## config.mk

```make
export PLATFORM = sky130hd
export DESIGN_NAME = div16_seq
export DESIGN_NICKNAME = d
export VERILOG_FILES = /design/src/rtl/div_pkg.sv /design/src/rtl/div_step.sv /design/src/rtl/div16_seq.sv
export SDC_FILE = /design/constraint.sdc
export NUM_CORES = 1
export LEC_CHECK = 0
export BUFFER_PORTS_ARGS = -buffer_cell sky130_fd_sc_hd__buf_2
export CAP_MARGIN = 20
export CORE_MARGIN = 4
export CORE_UTILIZATION = 50
export DETAILED_ROUTE_END_ITERATION = 8
export PLACE_DENSITY = 0.72
export SLEW_MARGIN = 20
export SYNTH_ARGS = -nofsm -noshare
export SYNTH_HDL_FRONTEND = slang
export SYNTH_SLANG_ARGS = --single-unit
```

## constraint.sdc

```tcl
create_clock -name clk -period 4 [get_ports clk]
set_input_delay 0.6 -clock clk [delete_from_list [all_inputs] [get_ports clk]]
set_output_delay 0.6 -clock clk [all_outputs]
set_load 0.02 [all_outputs]
```

## src/rtl/div_pkg.sv

```systemverilog
// Shared types, constants and helpers for the sequential divider.
package div_pkg;

   localparam int unsigned DIV_WIDTH = 16;

   typedef logic [DIV_WIDTH-1:0] word_t;

   typedef enum logic [1:0] {
      IDLE = 2'd0,
      CALC = 2'd1,
      FIX  = 2'd2,
      DONE = 2'd3
   } div_state_t;

   // Quotient returned for a zero divisor.
   localparam word_t DIV0_QUOT    = '1;
   // Most negative dividend; with a divisor of -1 this is the signed overflow case.
   localparam word_t OVF_DIVIDEND = {1'b1, {(DIV_WIDTH-1){1'b0}}};

   // Magnitude of a two's-complement value when signed, raw bits otherwise.
   function automatic word_t abs_w(input word_t value, input logic signed_op);
      return (signed_op && value[DIV_WIDTH-1]) ? word_t'(-value) : value;
   endfunction

endpackage

```

## src/rtl/div_step.sv

```systemverilog
// One restoring-division iteration: shift in the next dividend bit, trial subtract.
module div_step #(
   parameter int unsigned WIDTH = 16
) (
   input  logic [WIDTH:0]   prem,
   input  logic [WIDTH-1:0] qreg,
   input  logic [WIDTH-1:0] divisor_abs,
   output logic [WIDTH:0]   prem_next,
   output logic [WIDTH-1:0] qreg_next
);

   logic [WIDTH+1:0] shifted;
   logic [WIDTH+1:0] trial;

   // prem < divisor always holds, so one extra bit is enough for a reliable sign.
   always_comb begin
      shifted = {prem, qreg[WIDTH-1]};
      trial   = shifted - {2'b00, divisor_abs};
      if (!trial[WIDTH+1]) begin
         prem_next = trial[WIDTH:0];
         qreg_next = {qreg[WIDTH-2:0], 1'b1};
      end else begin
         prem_next = shifted[WIDTH:0];
         qreg_next = {qreg[WIDTH-2:0], 1'b0};
      end
   end

endmodule

```

## src/rtl/div16_seq.sv

```systemverilog
// Iterative radix-2 restoring divider, signed/unsigned, RISC-V corner-case results.
module div16_seq
   import div_pkg::*;
#(
   parameter int unsigned WIDTH = DIV_WIDTH
) (
   input  logic             clk,
   input  logic             rst_n,
   input  logic             in_valid,
   output logic             in_ready,
   input  logic [WIDTH-1:0] dividend,
   input  logic [WIDTH-1:0] divisor,
   input  logic             signed_op,
   input  logic             kill,
   output logic             out_valid,
   input  logic             out_ready,
   output logic [WIDTH-1:0] quot,
   output logic [WIDTH-1:0] rem,
   output logic             busy
);

   localparam int unsigned CNT_W = $clog2(WIDTH);

   div_state_t       state_q, state_d;
   logic [WIDTH:0]   prem_q, prem_step;
   logic [WIDTH-1:0] qreg_q, qreg_step;
   logic [WIDTH-1:0] divisor_abs_q;
   logic [WIDTH-1:0] quot_q, rem_q;
   logic [CNT_W-1:0] cnt_q;
   logic             neg_q_q, neg_r_q;
   logic             accept, div_zero, sign_ovf;

   assign accept   = in_valid & (state_q == IDLE) & ~kill;
   assign div_zero = (divisor == '0);
   assign sign_ovf = signed_op & (dividend == OVF_DIVIDEND) & (divisor == DIV0_QUOT);

   div_step #(
      .WIDTH (WIDTH)
   ) u_step (
      .prem        (prem_q),
      .qreg        (qreg_q),
      .divisor_abs (divisor_abs_q),
      .prem_next   (prem_step),
      .qreg_next   (qreg_step)
   );

   // State register.
   always_ff @(posedge clk or negedge rst_n) begin
      if (!rst_n) begin
         state_q <= IDLE;
      end else begin
         state_q <= state_d;
      end
   end

   // Next-state logic; kill overrides everything.
   always_comb begin
      state_d = state_q;
      unique case (state_q)
         IDLE: if (accept) state_d = (div_zero || sign_ovf) ? DONE : CALC;
         CALC: if (cnt_q == '0) state_d = FIX;
         FIX:  state_d = DONE;
         DONE: if (out_ready) state_d = IDLE;
         default: state_d = IDLE;
      endcase
      if (kill) state_d = IDLE;
   end

   // Handshake and status outputs.
   always_comb begin
      in_ready  = (state_q == IDLE);
      out_valid = (state_q == DONE);
      busy      = (state_q != IDLE);
   end

   assign quot = quot_q;
   assign rem  = rem_q;

   // Datapath: operand capture, iteration, sign fix-up, special-case results.
   always_ff @(posedge clk or negedge rst_n) begin
      if (!rst_n) begin
         prem_q        <= '0;
         qreg_q        <= '0;
         divisor_abs_q <= '0;
         neg_q_q       <= 1'b0;
         neg_r_q       <= 1'b0;
         cnt_q         <= '0;
         quot_q        <= '0;
         rem_q         <= '0;
      end else if (!kill) begin
         unique case (state_q)
            IDLE: begin
               if (accept) begin
                  if (div_zero) begin
                     quot_q <= DIV0_QUOT;
                     rem_q  <= dividend;
                  end else if (sign_ovf) begin
                     quot_q <= dividend;
                     rem_q  <= '0;
                  end else begin
                     prem_q        <= '0;
                     qreg_q        <= abs_w(dividend, signed_op);
                     divisor_abs_q <= abs_w(divisor, signed_op);
                     neg_q_q       <= signed_op & (dividend[WIDTH-1] ^ divisor[WIDTH-1]);
                     neg_r_q       <= signed_op & dividend[WIDTH-1];
                     cnt_q         <= CNT_W'(WIDTH - 1);
                  end
               end
            end
            CALC: begin
               prem_q <= prem_step;
               qreg_q <= qreg_step;
               if (cnt_q != '0) cnt_q <= cnt_q - 1'b1;
            end
            FIX: begin
               quot_q <= neg_q_q ? (WIDTH)'(-qreg_q) : qreg_q;
               rem_q  <= neg_r_q ? (WIDTH)'(-prem_q[WIDTH-1:0]) : prem_q[WIDTH-1:0];
            end
            DONE: ;
            default: ;
         endcase
      end
   end

endmodule

```

==> impl_metrics.json <==
{
  "cts_buffers": 9,
  "synth_top_family_by_area": "compound AO/OA/AOI/OAI gates",
  "cap_violations": 0,
  "drt_iter0_markers": 488,
  "rsz0062_at_grt": "no",
  "drive_gt1_frac": 0.140,
  "htree_num_levels": 3,
  "critical_path.top_delay_family": "compound AO/OA/AOI/OAI gates",
  "finalNetCount": 880,
  "synthSimpleGateAreaFrac": 0.197,
  "cpMaxStageDelayCell": "a311oi_1",
  "worstSetupEndpointType": "register",
  "synthDistinctLibCells": 68,
  "timing.critical_path.buf_inv": 2,
  "grt_usage": 0.239,
  "cp_slowest_stage_delay_ns": 0.54,
  "ys.flop_type": "dfrtp_1",
  "grt_util_met2": 0.373,
  "placed_cell_area_um2": 6770,
  "synthAdderAreaFrac": 0.0547,
  "num_io_pins": 73,
  "die_area_um2": 14500,
  "antenna_found_initial": 0,
  "clock-sinks": 89,
  "setup_ws_ns": 0.668,
  "status": "finished, final reports clean",
  "timing.fmax_ghz": 0.300,
  "clkTransAtPathRegs_ns": 0.07,
  "synthTopCellsByArea": "dfrtp_1 35%, o21ai_0 6.6%, nand2_1 6.5%",
  "synth.avg_cell_area_um2": 8.27,
  "ant_nets": 0,
  "post-place-ws_ns": 0.476,
  "path_cells": "inv_1 > ha_1 > inv_1 > fa_1 > a211oi_1 > o21bai_1 > o21ai_0 > o21ai_0 > a311oi_1 > o311a_1 > o21ai_0",
  "worst_hold_path_type": "input pin to asynchronous set/reset pin",
  "arrival_ns": 3.56,
  "layout_commonest_cell": "nand2_1",
  "tightest_slew_ns": 0.797,
  "dp_hpwl_mm": 13.2,
  "routed_wl_mm": 17.3,
  "cts.path.max_buffers": 2,
  "cts_hold_buf": 0,
  "cts_tree": "done",
  "setup_viol": 0,
  "drc": 0,
  "postSynthCellCount": 764,
  "root_buffer": "clkbuf_16",
  "ys_ff_latch": 89,
  "grt.met1_usage": 0.342,
  "power_leakage_nw": 3.13,
  "drtPass1Iterations": 5,
  "post-route-period-util": 0.833,
  "finalHoldViolCount": 0,
  "start_kind": "register",
  "std_cell_rows": 40,
  "start_util": 0.517,
  "relSlewSlack": 0.469,
  "cp_max_fo": 4,
  "core_um2": 12200,
  "seq_area_frac_synth": 0.352,
  "vias": 5887,
  "worstSkewPairLatency_ns": 0.34,
  "die_width_um": 120,
  "grt_pass1_wl_mm": 27.9,
  "cts_setup_buffers": 0,
  "use_met3": 0.0337,
  "worstSetupPathType": "register to register",
  "timing.hold.ws_ns": 0.325,
  "portBuffers": 72,
  "final_area_um2": 7080,
  "syn_area_um2": 6320,
  "syn2layout_area_growth_pct": 12.1,
  "power_density_nw_per_um2": 916,
  "drv_slew": 0,
  "finalWeightedCongestion": 0.953,
  "via_per_inst": 5.96,
  "tns_ns": 0,
  "synth_warnings": 0,
  "irDropWorstVdd_mv": 0.374,
  "diodes": 0,
  "synth_xor_area_frac": 0.0873,
  "final_cells": 988,
  "cts_resized": 0,
  "grt_max_degree": 63,
  "worstPathRequired_ns": 4.22,
  "gr-total-overflow": 0,
  "cp_common_cell": "o21ai_0",
  "netlist.area_leader.share": 0.352,
  "async_flop_share": 1.00,
  "grt_pass1_vias": 5535,
  "skew_ns": 0.00853,
  "synth.net_count": 829,
  "yosys.area.top_type": "dfrtp_1",
  "synth_edf_count": 0,
  "place_inst": 972,
  "grt-busiest-layer": "met2",
  "synth_mux_area_frac": 0.0337,
  "final_cell_mix": "110 x nand2_1, 89 x dfrtp_1, 83 x o21ai_0",
  "die_y_um": 120,
  "period_minus_slack_ns": 3.33,
  "wl_per_cell_um": 17.6,
  "synth-compound-area-share": 0.220
}
routing by layer:
layer,up-vias,share of wire
li1,2823,-
met1,2800,0.45
met2,238,0.45
met3,26,0.075
met4,0,0.021
met5,-,0
logic make-up after synthesis:
logic type	after synthesis
simple gates	262
compound gates	224
flops	89
buf+inv	78
xor+xnor	63
fa+ha+maj	27
mux	21
through the flow:
step | power, mW | util
global placement | 5.43 | 0.554
floorplan | 4.60 | -
CTS | 6.45 | 0.580
detailed placement | 5.55 | 0.554
global route | 7.02 | 0.580
finish | 6.49 | 0.580
cells in the mapped netlist, drive strengths merged, types with 10 or more instances:
library cell,number
a21oi,44
a221oi,14
buf,16
clkbuf,26
dfrtp,89
ha,26
inv,35
mux2i,19
nand2,111
nand3,19
nor2,58
nor3,12
o21ai,98
o31ai,18
o41ai,10
or4,11
xnor2,44
xor2,19
registers in the layout, summed over array words and instances, names as in the netlist:
signal / cells
state_q: 2
cnt_q: 4
neg_r_q: 1
neg_q_q: 1
rem: 16
qreg_q: 16
divisor_abs_q: 16
prem_q: 17
quot: 16
where the power goes:
part | internal (mW) | switching (mW)
combinational | 1.55 | 2.30
sequential | 1.30 | 0.442
clock | 0.522 | 0.367
worst paths after layout:
path,to,cells after the start,slack (ns),startpoint
worst max-delay path,prem_q[16]$_DFFE_PN0P_,11,0.67,qreg_q[15]$_DFFE_PN0P_
worst min-delay path,rem[15]$_DFFE_PN0P_,1,0.32,rst_n
worst max register to register,prem_q[16]$_DFFE_PN0P_,11,0.67,qreg_q[15]$_DFFE_PN0P_
worst min register to register,rem[0]$_DFFE_PN0P_,2,0.48,rem[0]$_DFFE_PN0P_
max in group asynchronous,state_q[1]$_DFFE_PN0P_,2,2.77,rst_n
min in group clk,rem[0]$_DFFE_PN0P_,2,0.48,rem[0]$_DFFE_PN0P_
final cells by class:
class	count	area, µm²
multi-input cells	597	3760
clock inverters	5	62.6
fillers	1146	5130
flip-flops and latches	89	2230
well taps	168	210
clock buffers	11	253
inverters	36	135
repair buffers	82	438
No activity file was read; power rests on OpenSTA's default activity.
